### src/rtl/signed_seq_divider.sv
// signed_seq_divider: iterative non-restoring signed divider, one quotient bit
// per clock. Start/done handshake; results held until the next done.
// Optional build macro DIV_BY_ZERO_FAST_EN: a zero divisor skips the
// iterations and completes two edges after acceptance.
`ifndef BIT_WIDTH
`define BIT_WIDTH 16
`endif

module signed_seq_divider #(
  parameter int BIT_WIDTH = `BIT_WIDTH
) (
  input  logic                        clk,
  input  logic                        rst_n,
  input  logic                        start,
  input  logic signed [BIT_WIDTH-1:0] dividend,
  input  logic signed [BIT_WIDTH-1:0] divisor,
  output logic                        busy,
  output logic                        done,
  output logic signed [BIT_WIDTH-1:0] quotient,
  output logic signed [BIT_WIDTH-1:0] remainder,
  output logic                        overflow,
  output logic                        div_by_zero
);

  localparam int CNT_W = $clog2(BIT_WIDTH + 1);

  typedef enum logic [1:0] {IDLE, CALC, FIX, SIGN} state_t;

  state_t                      state, state_nxt;
  logic [CNT_W-1:0]            cnt;
  logic signed [BIT_WIDTH:0]   rem_p;
  logic [BIT_WIDTH-1:0]        quo_p;
  logic [BIT_WIDTH-1:0]        dvs_abs;
  logic signed [BIT_WIDTH-1:0] dvd_raw;
  logic                        dvd_neg, dvs_neg, dvs_zero, ovf_case;
  logic signed [BIT_WIDTH:0]   dvs_ext, rem_sh, rem_step;
  logic                        last_iter;

  // Magnitude as unsigned; |-2^(W-1)| = 2^(W-1) fits in W unsigned bits.
  function automatic logic [BIT_WIDTH-1:0] abs_w(input logic signed [BIT_WIDTH-1:0] x);
    return x[BIT_WIDTH-1] ? (~x + 1'b1) : x;
  endfunction

  // Two's-complement negation, wrapping at -2^(W-1).
  function automatic logic [BIT_WIDTH-1:0] neg_w(input logic [BIT_WIDTH-1:0] x);
    return ~x + 1'b1;
  endfunction

  // One non-restoring step: shift {R,Q} left, then add or subtract D by the
  // sign of R. R stays in [-D, D) so its top bit is pure sign extension.
  assign dvs_ext   = $signed({1'b0, dvs_abs});
  assign rem_sh    = {rem_p[BIT_WIDTH-1:0], quo_p[BIT_WIDTH-1]};
  assign rem_step  = rem_p[BIT_WIDTH] ? (rem_sh + dvs_ext) : (rem_sh - dvs_ext);
  assign last_iter = (cnt == CNT_W'(BIT_WIDTH - 1));

  // Next-state logic.
  always_comb begin
    state_nxt = state;
    case (state)
      IDLE: begin
        if (start) begin
`ifdef DIV_BY_ZERO_FAST_EN
          // Zero divisor skips the iterations; FIX is a no-op on R = 0.
          state_nxt = (divisor == '0) ? FIX : CALC;
`else
          state_nxt = CALC;
`endif
        end
      end
      CALC:    if (last_iter) state_nxt = FIX;
      FIX:     state_nxt = SIGN;
      SIGN:    state_nxt = IDLE;
      default: state_nxt = IDLE;
    endcase
  end

  // State register, iteration counter and handshake; busy/done lag the state
  // by one edge so busy rises one edge after acceptance and falls with done.
  always_ff @(posedge clk or negedge rst_n) begin
    if (!rst_n) begin
      state <= IDLE;
      cnt   <= '0;
      busy  <= 1'b0;
      done  <= 1'b0;
    end else begin
      state <= state_nxt;
      busy  <= (state == CALC) || (state == FIX);
      done  <= (state == SIGN);
      if (state == CALC) cnt <= cnt + 1'b1;
      else               cnt <= '0;
    end
  end

  // Result registers: sign correction and special cases, updated only in SIGN.
  always_ff @(posedge clk or negedge rst_n) begin
    if (!rst_n) begin
      quotient    <= '0;
      remainder   <= '0;
      overflow    <= 1'b0;
      div_by_zero <= 1'b0;
    end else if (state == SIGN) begin
      if (dvs_zero) begin
        quotient    <= '0;
        remainder   <= dvd_raw;
        overflow    <= 1'b0;
        div_by_zero <= 1'b1;
      end else begin
        quotient    <= (dvd_neg ^ dvs_neg) ? neg_w(quo_p) : quo_p;
        remainder   <= dvd_neg ? neg_w(rem_p[BIT_WIDTH-1:0]) : rem_p[BIT_WIDTH-1:0];
        overflow    <= ovf_case;
        div_by_zero <= 1'b0;
      end
    end
  end

  // Datapath: operand capture, iteration and final remainder correction.
  always_ff @(posedge clk) begin
    case (state)
      IDLE: begin
        if (start) begin
          dvd_neg  <= dividend[BIT_WIDTH-1];
          dvs_neg  <= divisor[BIT_WIDTH-1];
          dvs_zero <= (divisor == '0);
          ovf_case <= (dividend == {1'b1, {(BIT_WIDTH-1){1'b0}}}) && (divisor == '1);
          dvd_raw  <= dividend;
          dvs_abs  <= abs_w(divisor);
          quo_p    <= abs_w(dividend);
          rem_p    <= '0;
        end
      end
      CALC: begin
        rem_p <= rem_step;
        quo_p <= {quo_p[BIT_WIDTH-2:0], ~rem_step[BIT_WIDTH]};
      end
      FIX: begin
        if (rem_p[BIT_WIDTH]) rem_p <= rem_p + dvs_ext;
      end
      default: ;
    endcase
  end

endmodule
### config.mk
export PLATFORM = sky130hd
export DESIGN_NAME = signed_seq_divider
export DESIGN_NICKNAME = d
export VERILOG_FILES = /design/src/rtl/signed_seq_divider.sv
export SDC_FILE = /design/constraint.sdc
export NUM_CORES = 1
export LEC_CHECK = 0
export ABC_AREA = 1
export BUFFER_PORTS_ARGS = -buffer_cell sky130_fd_sc_hd__buf_2
export CELL_PAD_IN_SITES_DETAIL_PLACEMENT = 0
export CELL_PAD_IN_SITES_GLOBAL_PLACEMENT = 1
export CORE_MARGIN = 2
export CORE_UTILIZATION = 45
export CTS_CLUSTER_DIAMETER = 40
export DETAILED_ROUTE_END_ITERATION = 10
export HOLD_SLACK_MARGIN = 0.12
export PLACE_DENSITY = 0.86
export SLEW_MARGIN = 25
export SYNTH_ARGS = -nofsm -noshare
export SYNTH_HDL_FRONTEND = slang
export SYNTH_SLANG_ARGS = --single-unit
### constraint.sdc
create_clock -name clk -period 3.5 [get_ports clk]
set_clock_uncertainty 0.15 [all_clocks]
set_input_delay 0.175 -clock clk [delete_from_list [all_inputs] [get_ports clk]]
set_output_delay 0.175 -clock clk [all_outputs]
set_load 0.005 [all_outputs]
==> results of run 1 <==
[final cells by class]
cell class / instances / area [sq um]
Clock inverter: 6 / 80.1
Inverter: 142 / 533
Multi-Input combinational cell: 813 / 4360
Clock buffer: 10 / 239
Sequential cell: 111 / 3120
Fill cell: 1725 / 8460
Timing Repair Buffer: 112 / 761
Tap cell: 229 / 287
[registers in the layout, indices dropped and copies added, names as in the netlist]
name and count:
state 2, busy 1, dvd_raw 16, rem_p 17
done 1, quotient 16, quo_p 16, overflow 1
remainder 16, ovf_case 1, cnt 5, div_by_zero 1
dvs_zero 1, dvs_abs 16, dvs_neg 1
[routing by layer]
metal	global-route usage	vias up	wire length, um
li1	-	3819	-
met1	0.367	3422	11200
met2	0.374	209	9950
met3	0.0338	28	1270
met4	0.0661	0	410
met5	0	-	0
[where the power goes]
group / internal, uW / switching [uW] / total, uW
Sequential: 2040 / 516 / 2560
Combinational: 1620 / 2980 / 4600
Clock: 588 / 502 / 1090
[metrics by stage]
stage / utilization / power (uW) / std cells
floorplan: - / 5730 / 1091
global placement: 0.488 / 7070 / 1373
detailed placement: 0.489 / 7110 / 1374
CTS: 0.526 / 8250 / 1423
global route: 0.526 / 9090 / 1423
finish: 0.526 / 8250 / 1423
[cell families after synthesis]
| logic type | Yosys count |
|---|---|
| AO/OA/AOI/OAI | 149 |
| XOR/XNOR | 29 |
| adder cells (fa/ha/maj) | 46 |
| buffers and inverters | 167 |
| flip-flops | 111 |
| AND/OR/NAND/NOR | 589 |
[timing repair]
| item | in CTS | in global routing |
|---|---|---|
| setup endpoints to repair | 0 | 0 |
| gates resized for setup | 0 | 0 |
| hold endpoints to repair | 86 | 0 |
| setup buffers | 0 | 0 |
| hold buffers | 33 | 0 |
[worst max-delay path, delay by kind of cell (launching register included)]
kind | cells | cell delay, ps
AND/OR/NAND/NOR | 9 | 840
adder cells (fa/ha/maj) | 2 | 520
AO/OA/AOI/OAI | 3 | 430
XOR/XNOR | 1 | 150
buffers and inverters | 3 | 200
flip-flops | 1 | 480
[placed cells by master (no fill, tap or decap), types with 3 or more instances in the layout]
master         Yosys  layout
nor2_1            83      83
xnor2_1            8       8
nand4_1           10      10
buf_2              7      70
o21ai_1            7       8
o211ai_1           8       8
a21oi_1           70      70
nand3_1          111     111
nor4_1             4       4
dfrtp_1           43      43
edfxtp_1          68      68
nand3b_1           9       9
nor3_1            17      17
clkbuf_16          0       9
and2_1             4       4
dlygate4sd3_1      0      33
or2_2             11      11
xor2_1            20      20
nor2_4             4       4
nor3_2             7       7
o21ai_0           46      45
buf_4              3       8
o21bai_1           4       4
inv_1            134     134
inv_2              6       6
nand3_2            7       7
nand2_2            8       8
nand2_1          300     300
ha_1              44      44
nor2_2             3       3
[worst min-delay path by stage]
stage | start | endpoint | slack [ps] | cells after the start
final | divisor[12] | dvs_abs[12]$_DFFE_PP_ | 120 | 3
after global routing | divisor[12] | dvs_abs[12]$_DFFE_PP_ | 140 | 3
after floorplan | rst_n | busy$_DFF_PN0_ | -270 | 0
after global placement | dividend[1] | dvd_raw[1]$_DFFE_PP_ | 240 | 1
after detailed placement | rst_n | div_by_zero$_DFFE_PN0P_ | 30 | 1
after CTS | divisor[12] | dvs_abs[12]$_DFFE_PP_ | 120 | 3
==> results list, run 1 <==
- Of the total synthesized cell area, the portion taken by AND, OR, NAND and NOR gates is 0.330.
- From bottom edge to top edge, the die measures 139 um.
- The most critical setup path has its endpoint at rem_p[16]$_DFFE_PP_.
- In the final routed layout, each cell accounts on average for 16.0 um.
* First element of the critical path: dvs_abs[1]$_DFFE_PP_
- The final number of max-transition violations came to 0.
* Post-Route WL: 22800 um
- The worst register-to-register path has a depth of 18.
- The clock reaches the later pin of the worst-skew pair after 360 ps.
- The H-tree generated during clock tree synthesis spans 3 levels.
- Post-Synth Adder-Cell Area: 0.0725
- Worst-margin pin slew: 723 ps
- MaxCap Viol Count: 0
- Across all layers, the routed design uses 7478 vias.
- Iteration-0 DRC count of the detailed router: 571
- Worst path cell trace: inv_1 > ha_1 > and3_1 > nand2_1 > o21ai_1 > nand2_1 > xor2_1 > ha_1 > nand2_1 > inv_1 > nand2_1 > nand2_1 > inv_1 > nand2_1 > a21oi_1 > nand2_1 > nand3_1 > a21oi_1
* Slack of the worst reg-to-reg path: 470 ps
- Across all hold checks on the routed design, the worst slack comes to 123 ps.
- Of the total synthesized cell area, the portion taken by XOR and XNOR cells is 0.0321.
- Summing all placed instances gives a cell area of 8730 sq um.
* Cell type with the largest total area after synthesis: edfxtp_1
- In the synthesized netlist the async set-or-reset flop fraction comes to 0.387.
* Core area: 17800 sq um
* Compound-Gate Fraction of Synth Area: 0.100
- Across all setup checks in the final design, the least slack found is 471 ps.
* Share of the yosys chip area belonging to registers: 0.383
* Post-Synthesis Net Count: 1172
* Master of the slowest instance on the critical path: edfxtp_1
* Layout Area Growth over Synthesis: 15.2%
- Of the post-synthesis cell area, the part taken by muxes is 0.
* Path category of the worst min-delay check: input pin to register
* Final Hold Violating Endpoints: 0
- The first detailed-routing pass ran for 5 iterations.
- Mean cell area of the mapped netlist: 7.47 sq um
- Timing would allow up to 330 MHz.
- The first global-routing pass estimated 37500 um of wire.
- Largest stage delay on the critical path: 480 ps
* Biggest fanout along the worst timing path: 5
- Longest Clk Path Bufs: 2
* Via count of the first global-routing pass: 7103
- Area share of the leading cell type in the synthesized netlist: 0.251
- Clock-pin slew was measured on the worst setup and hold paths at 80 ps.
- Root cell of the clock tree: clkbuf_16
- Data on the critical path arrives at its endpoint at 2970 ps.
- Number of enable-type register cells in the synthesized netlist: 68
- In this run the horizontal extent of the chip is 139 um.
- For this run, the number of Yosys warnings is 0.
- Estimated wirelength of the detail-placed design: 17700 um
* Pin count of the biggest net entering global routing: 34
- By area, the combinational part of the netlist is dominated by simple AND/OR/NAND/NOR gates.
* Vias/cell: 5.26
- Clock tree from TritonCTS: done
- After synthesis the netlist holds a flip-flop and latch count of 111.
- 71 I/O pins were placed.
* RSZ-0062 raised after global routing: false
- Worst slack, placed: 507 ps
- Summing every instance area after synthesis gives 8150 sq um.
- Number of antenna repair diodes: 0
* Crit path kind: register to register
- Initial antenna violation count: 0
* Starting density of the core: 0.457
- Post-Synthesis Cells: 1091
* Data required time at the worst endpoint: 3440 ps
* Setup TNS: 0 ps
* ANT nets after route: 0
- Total number of nets in the final design: 1270
* Most common cell type on the critical path: nand2_1
- After detailed routing, the number of remaining DRC violations is 0.
- Setup violations remaining at the end of the flow were counted as 0.
* Max transition margin: 0.517
- Run status: finished clean
* R2R Path End: rem_p[16]$_DFFE_PP_
* Most frequently used cell type in the post-synthesis netlist: nand2_1
- DIE AREA: 19200 sq um
* Min Clock Period, post-route: 3030 ps
- The initialized floorplan defines 49 standard-cell rows.
- In the global route stage, overall resource usage came out at 0.245.
- At the end of routability-driven placement, the weighted congestion stood at 0.918.
* Final std cell area, no fill: 9380 sq um
- Worst supply voltage drop on vdd: 0.466 mV
* Leak: 0.00449 uW
- Crit path capture type: register
- In the final layout, the share of cells above drive strength 1 is 0.127.
* Post-route clock period utilization: 0.865
- Most used standard cells in the synthesized netlist: nand2_1, inv_1, nand3_1
* Number of buffers added by the clock tree synthesis step: 9
- The worst register-to-register path begins at dvs_abs[1]$_DFFE_PP_.
- Sorting the synthesized cells by area gives the leading types as edfxtp_1, nand2_1, dfrtp_1.
- Remaining Overflow, GRT: 0
- Clock Sink Count: 111
- Dividing total power by cell area gives a power density of 880 nW/um^2.
- Count of cell types in the netlist: 53
- In the synthesized netlist the dominant register cell turns out to be edfxtp_1.
- In this run the tool buffered the top-level ports with 70 buffer cells.
- Element type at the critical path start: register
Power figures use the tool's default switching activity.
==> run 2: changes to the inputs <==
CORE_UTILIZATION = 48   (was 45)
CTS_CLUSTER_SIZE = 8   (was default)
PLACE_DENSITY = 0.91   (was 0.86)
clock period = 3.8 ns   (was 3.5 ns; I/O delays follow)
==> run 2 against run 1 <==
  * Cell count fell by 0.77%
  * Combinational power fell by 7.2%
  * Wire length rose by 1.0%
  * Clock power fell by 7%
  * Non-clock buffer count fell by 2
  * Critical path depth fell by 3
  * Final area fell by 0.43%
  * Sequential cell count did not move
  * Die area fell by 6.1%
  * Fmax rose by 0.20%
  * Register-to-register slack improved by 310 ps
==> results list, run 2 (synthesis gave the netlist of run 1 again) <==
- Run status: finished clean
- The deepest clock path buffer count was 2 (unchanged).
- Final Slew Violations: 0 (unchanged)
* Reg clk slew, reported paths: 80 ps (about the same)
- Most common cell type on the critical path: nand2_1
- The share of power burned in the clock network was 0.132 (about the same).
- Number of hold buffers added after cts: 32 (-3.0%)
* Data required time at the worst endpoint: 3740 ps (+300 ps)
- The number of DRC markers in iteration 0 was 808 (+42%).
- The actual slew at the worst max-slew pin is 680 ps (-43.7 ps).
- The detailed route wirelength on metal2 is 10300 um (+3.1%).
* Maximum clock frequency: 331 MHz (+0.20%)
* Number of buffer and inverter instances along the worst setup path: 1 (-2)
- The wire length per cell after detailed routing came to 16.3 um (+1.8%).
* Register bank with the most flops: rem_p
* Routed met3 length: 1350 um (+6.0%)
* Data arrival time of the critical path: 2970 ps (about the same)
- The top-level port count was 71 (unchanged).
- The net total in the final layout is 1268 (-0.16%).
- First-pass detailed-route iteration total: 5 (unchanged)
* Final Hold Violating Endpoints: 0 (unchanged)
* Crit path max-delay family: simple AND/OR/NAND/NOR gates
* DIE AREA: 18000 sq um (-6.1%)
- Root cell of the clock tree: clkbuf_16
- The worst hold path belongs to the class input pin to register.
- Global placement routability congestion: 0.912 (-0.65%)
- Number of antenna repair diodes: 0 (unchanged)
- Post-route clock period utilization: 0.796 (-0.0699)
- The share of final-layout standard cells stronger than drive strength 1 was 0.127 (-0.000625).
- The clock latency on the worst-skew pair came to 350 ps (about the same).
- RSZ-0062 raised after global routing: false
- Min Clock Period, post-route: 3020 ps (-6.16 ps)
* Worst slack, placed: 823 ps (+316 ps)
- The vias per cell is 5.32 (+1.3%).
- The TritonCTS sink count came to 111 (unchanged).
- The critical path is of the register to register type.
* MaxCap Viol Count: 0 (unchanged)
- The post-route antenna net violation count came to 0 (unchanged).
- STA classifies the critical path startpoint as a register.
- The total clock buffers created by CTS was 9 (unchanged).
- First-pass GRT wire length: 37000 um (-1.3%)
- Count of endpoints failing setup in the final report: 0 (unchanged)
- Remaining Overflow, GRT: 0 (unchanged)
* Core Rows: 47 (-4.1%)
* Master of the slowest instance on the critical path: edfxtp_1
- The detailed router used layers up to and including met4.
- The wire length the detailed router placed on met1 was 11100 um (-0.96%).
- The sum of routed wire length over all layers came to 23000 um (+1.0%).
* Core area: 16600 sq um (-7.0%)
- Most common cell after layout, fill and taps aside: nand2_1
- H-tree levels: 3 (unchanged)
- The pin count of the biggest net entering global routing is 44 (+29%).
* Width of the die: 134 um (-3.1%)
* Leak: 0.00447 uW (-0.44%)
- Clock tree from TritonCTS: done
- The post-route worst setup slack came to 777 ps (+306 ps).
- The register share of total power is 0.310 (about the same).
* Initial antenna violation count: 0 (unchanged)
- The chip height was 134 um (-3.1%).
* Estimated wirelength of the detail-placed design: 17600 um (-0.82%)
* Via count of the routed design: 7518 (+0.53%)
- The internal portion of total power came to 3910 uW (-8.0%).
- Crit path capture type: register
* Worst path cell trace: inv_1 > ha_1 > and3_1 > or2_2 > xnor2_1 > ha_1 > nand2_1 > nor2_1 > nand3_1 > nand2_2 > nand2_1 > nand2_1 > nand2_1 > nand3_1 > a21oi_1
- Leading cell types in the layout, fill and taps excluded: nand2_1, inv_1, nand3_1
- The initial cell density of the core was 0.491 (+0.0346).
- Largest stage delay on the critical path: 440 ps (-40 ps)
- The utilization after layout was 0.563 (+0.0375).
- Biggest fanout along the worst timing path: 5 (unchanged)
- The via count of the first global-routing pass is 6985 (-1.7%).
* Port buffer count: 70 (unchanged)
- The number of design rule violations left after detail routing came to 0 (unchanged).
- The combined global-route utilization of all metal layers came to 0.265 (+0.0201).
* Pwr dens: 818 nW/um^2 (-7.0%)
- The setup total negative slack is 0 ps (unchanged).
* Flip-flop count of the largest register, all copies and words added: 17 (unchanged)
- Relative to the synthesized area, the layout overhead comes to 14.7%.
- The slack of the worst reg-to-reg path came to 780 ps (+310 ps).
- Max transition margin: 0.547 (+0.0297)
* Post-CTS Setup Inserts: 0 (unchanged)
- The fill cell instance count of the final layout came to 1609 (-6.7%).
- The share of power burned in combinational logic is 0.558 (about the same).
- The worst ir drop on vdd is 0.463 mV (-0.54%).
- Reported net switching power: 3730 uW (-6.7%)
* Net Sw Frac: 0.488 (+0.00346)
- CTS resizes: 0 (unchanged)
[run 2: cell count changes in the layout (fill, tap and decap cells not counted), sizes merged]
| cell | previous run | this run |
|---|---|---|
| clkinv | 6 | 4 |
| buf | 79 | 78 |
| clkinvlp | 0 | 2 |
| dlygate4sd3 | 33 | 32 |
[run 2: routing by layer]
layer  track usage  up-vias
met4        0.0667        0
met1         0.397     3454
li1              -     3802
met2         0.410      236
met3        0.0302       26
met5             0        -
[run 2: cell type report]
cell class / count / area (sq um) / share of cell area
flip-flops and latches: 111 / 3120 / 0.334
well taps: 220 / 275 / 0.0295
inverters: 142 / 533 / 0.0571
multi-input cells: 813 / 4360 / 0.467
clock buffers: 10 / 239 / 0.0256
repair buffers: 110 / 733 / 0.0785
clock inverters: 6 / 78.8 / 0.00844
[run 2: stage by stage]
step	total power (uW)	hold WS [ps]	instance area, sq um	instances
6_report	7640	135	9340	1412
4_1_cts	7610	125	9340	1412
2_1_floorplan	5280	-256	8150	1091
3_5_place_dp	6550	263	8700	1364
5_1_grt	8340	153	9340	1412
3_3_place_gp	6520	257	8700	1364
[run 2: final timing paths]
kind                                           start                       to  cells after the start
min in group asynchronous                      rst_n  quotient[6]$_DFFE_PN0P_                      2
max in group asynchronous                      rst_n     state[0]$_DFFE_PN0P_                      2
worst max-delay path            dvs_abs[1]$_DFFE_PP_      rem_p[12]$_DFFE_PP_                     15
worst min-delay path                     divisor[12]    dvs_abs[12]$_DFFE_PP_                      3
worst max register to register  dvs_abs[1]$_DFFE_PP_      rem_p[12]$_DFFE_PP_                     15
worst min register to register      cnt[0]$_DFF_PN0_         cnt[0]$_DFF_PN0_                      1
[run 2: power groups by stage]
stage               registers (uW)  clock network [uW]  logic, uW
CTS                           2360                1020       4230
global route                  2410                1070       4860
floorplan                     2190                   0       3090
finish                        2370                1010       4270
global placement              2370                   0       4140
detailed placement            2380                   0       4170
[run 2: worst reg2reg max path: cells and delay by family (launching register included)]
kind	cells	cell delay [ps]
buffers and inverters	1	70
AND/OR/NAND/NOR	10	1340
adder cells (fa/ha/maj)	2	550
XOR/XNOR	1	130
flip-flops	1	440
AO/OA/AOI/OAI	1	80
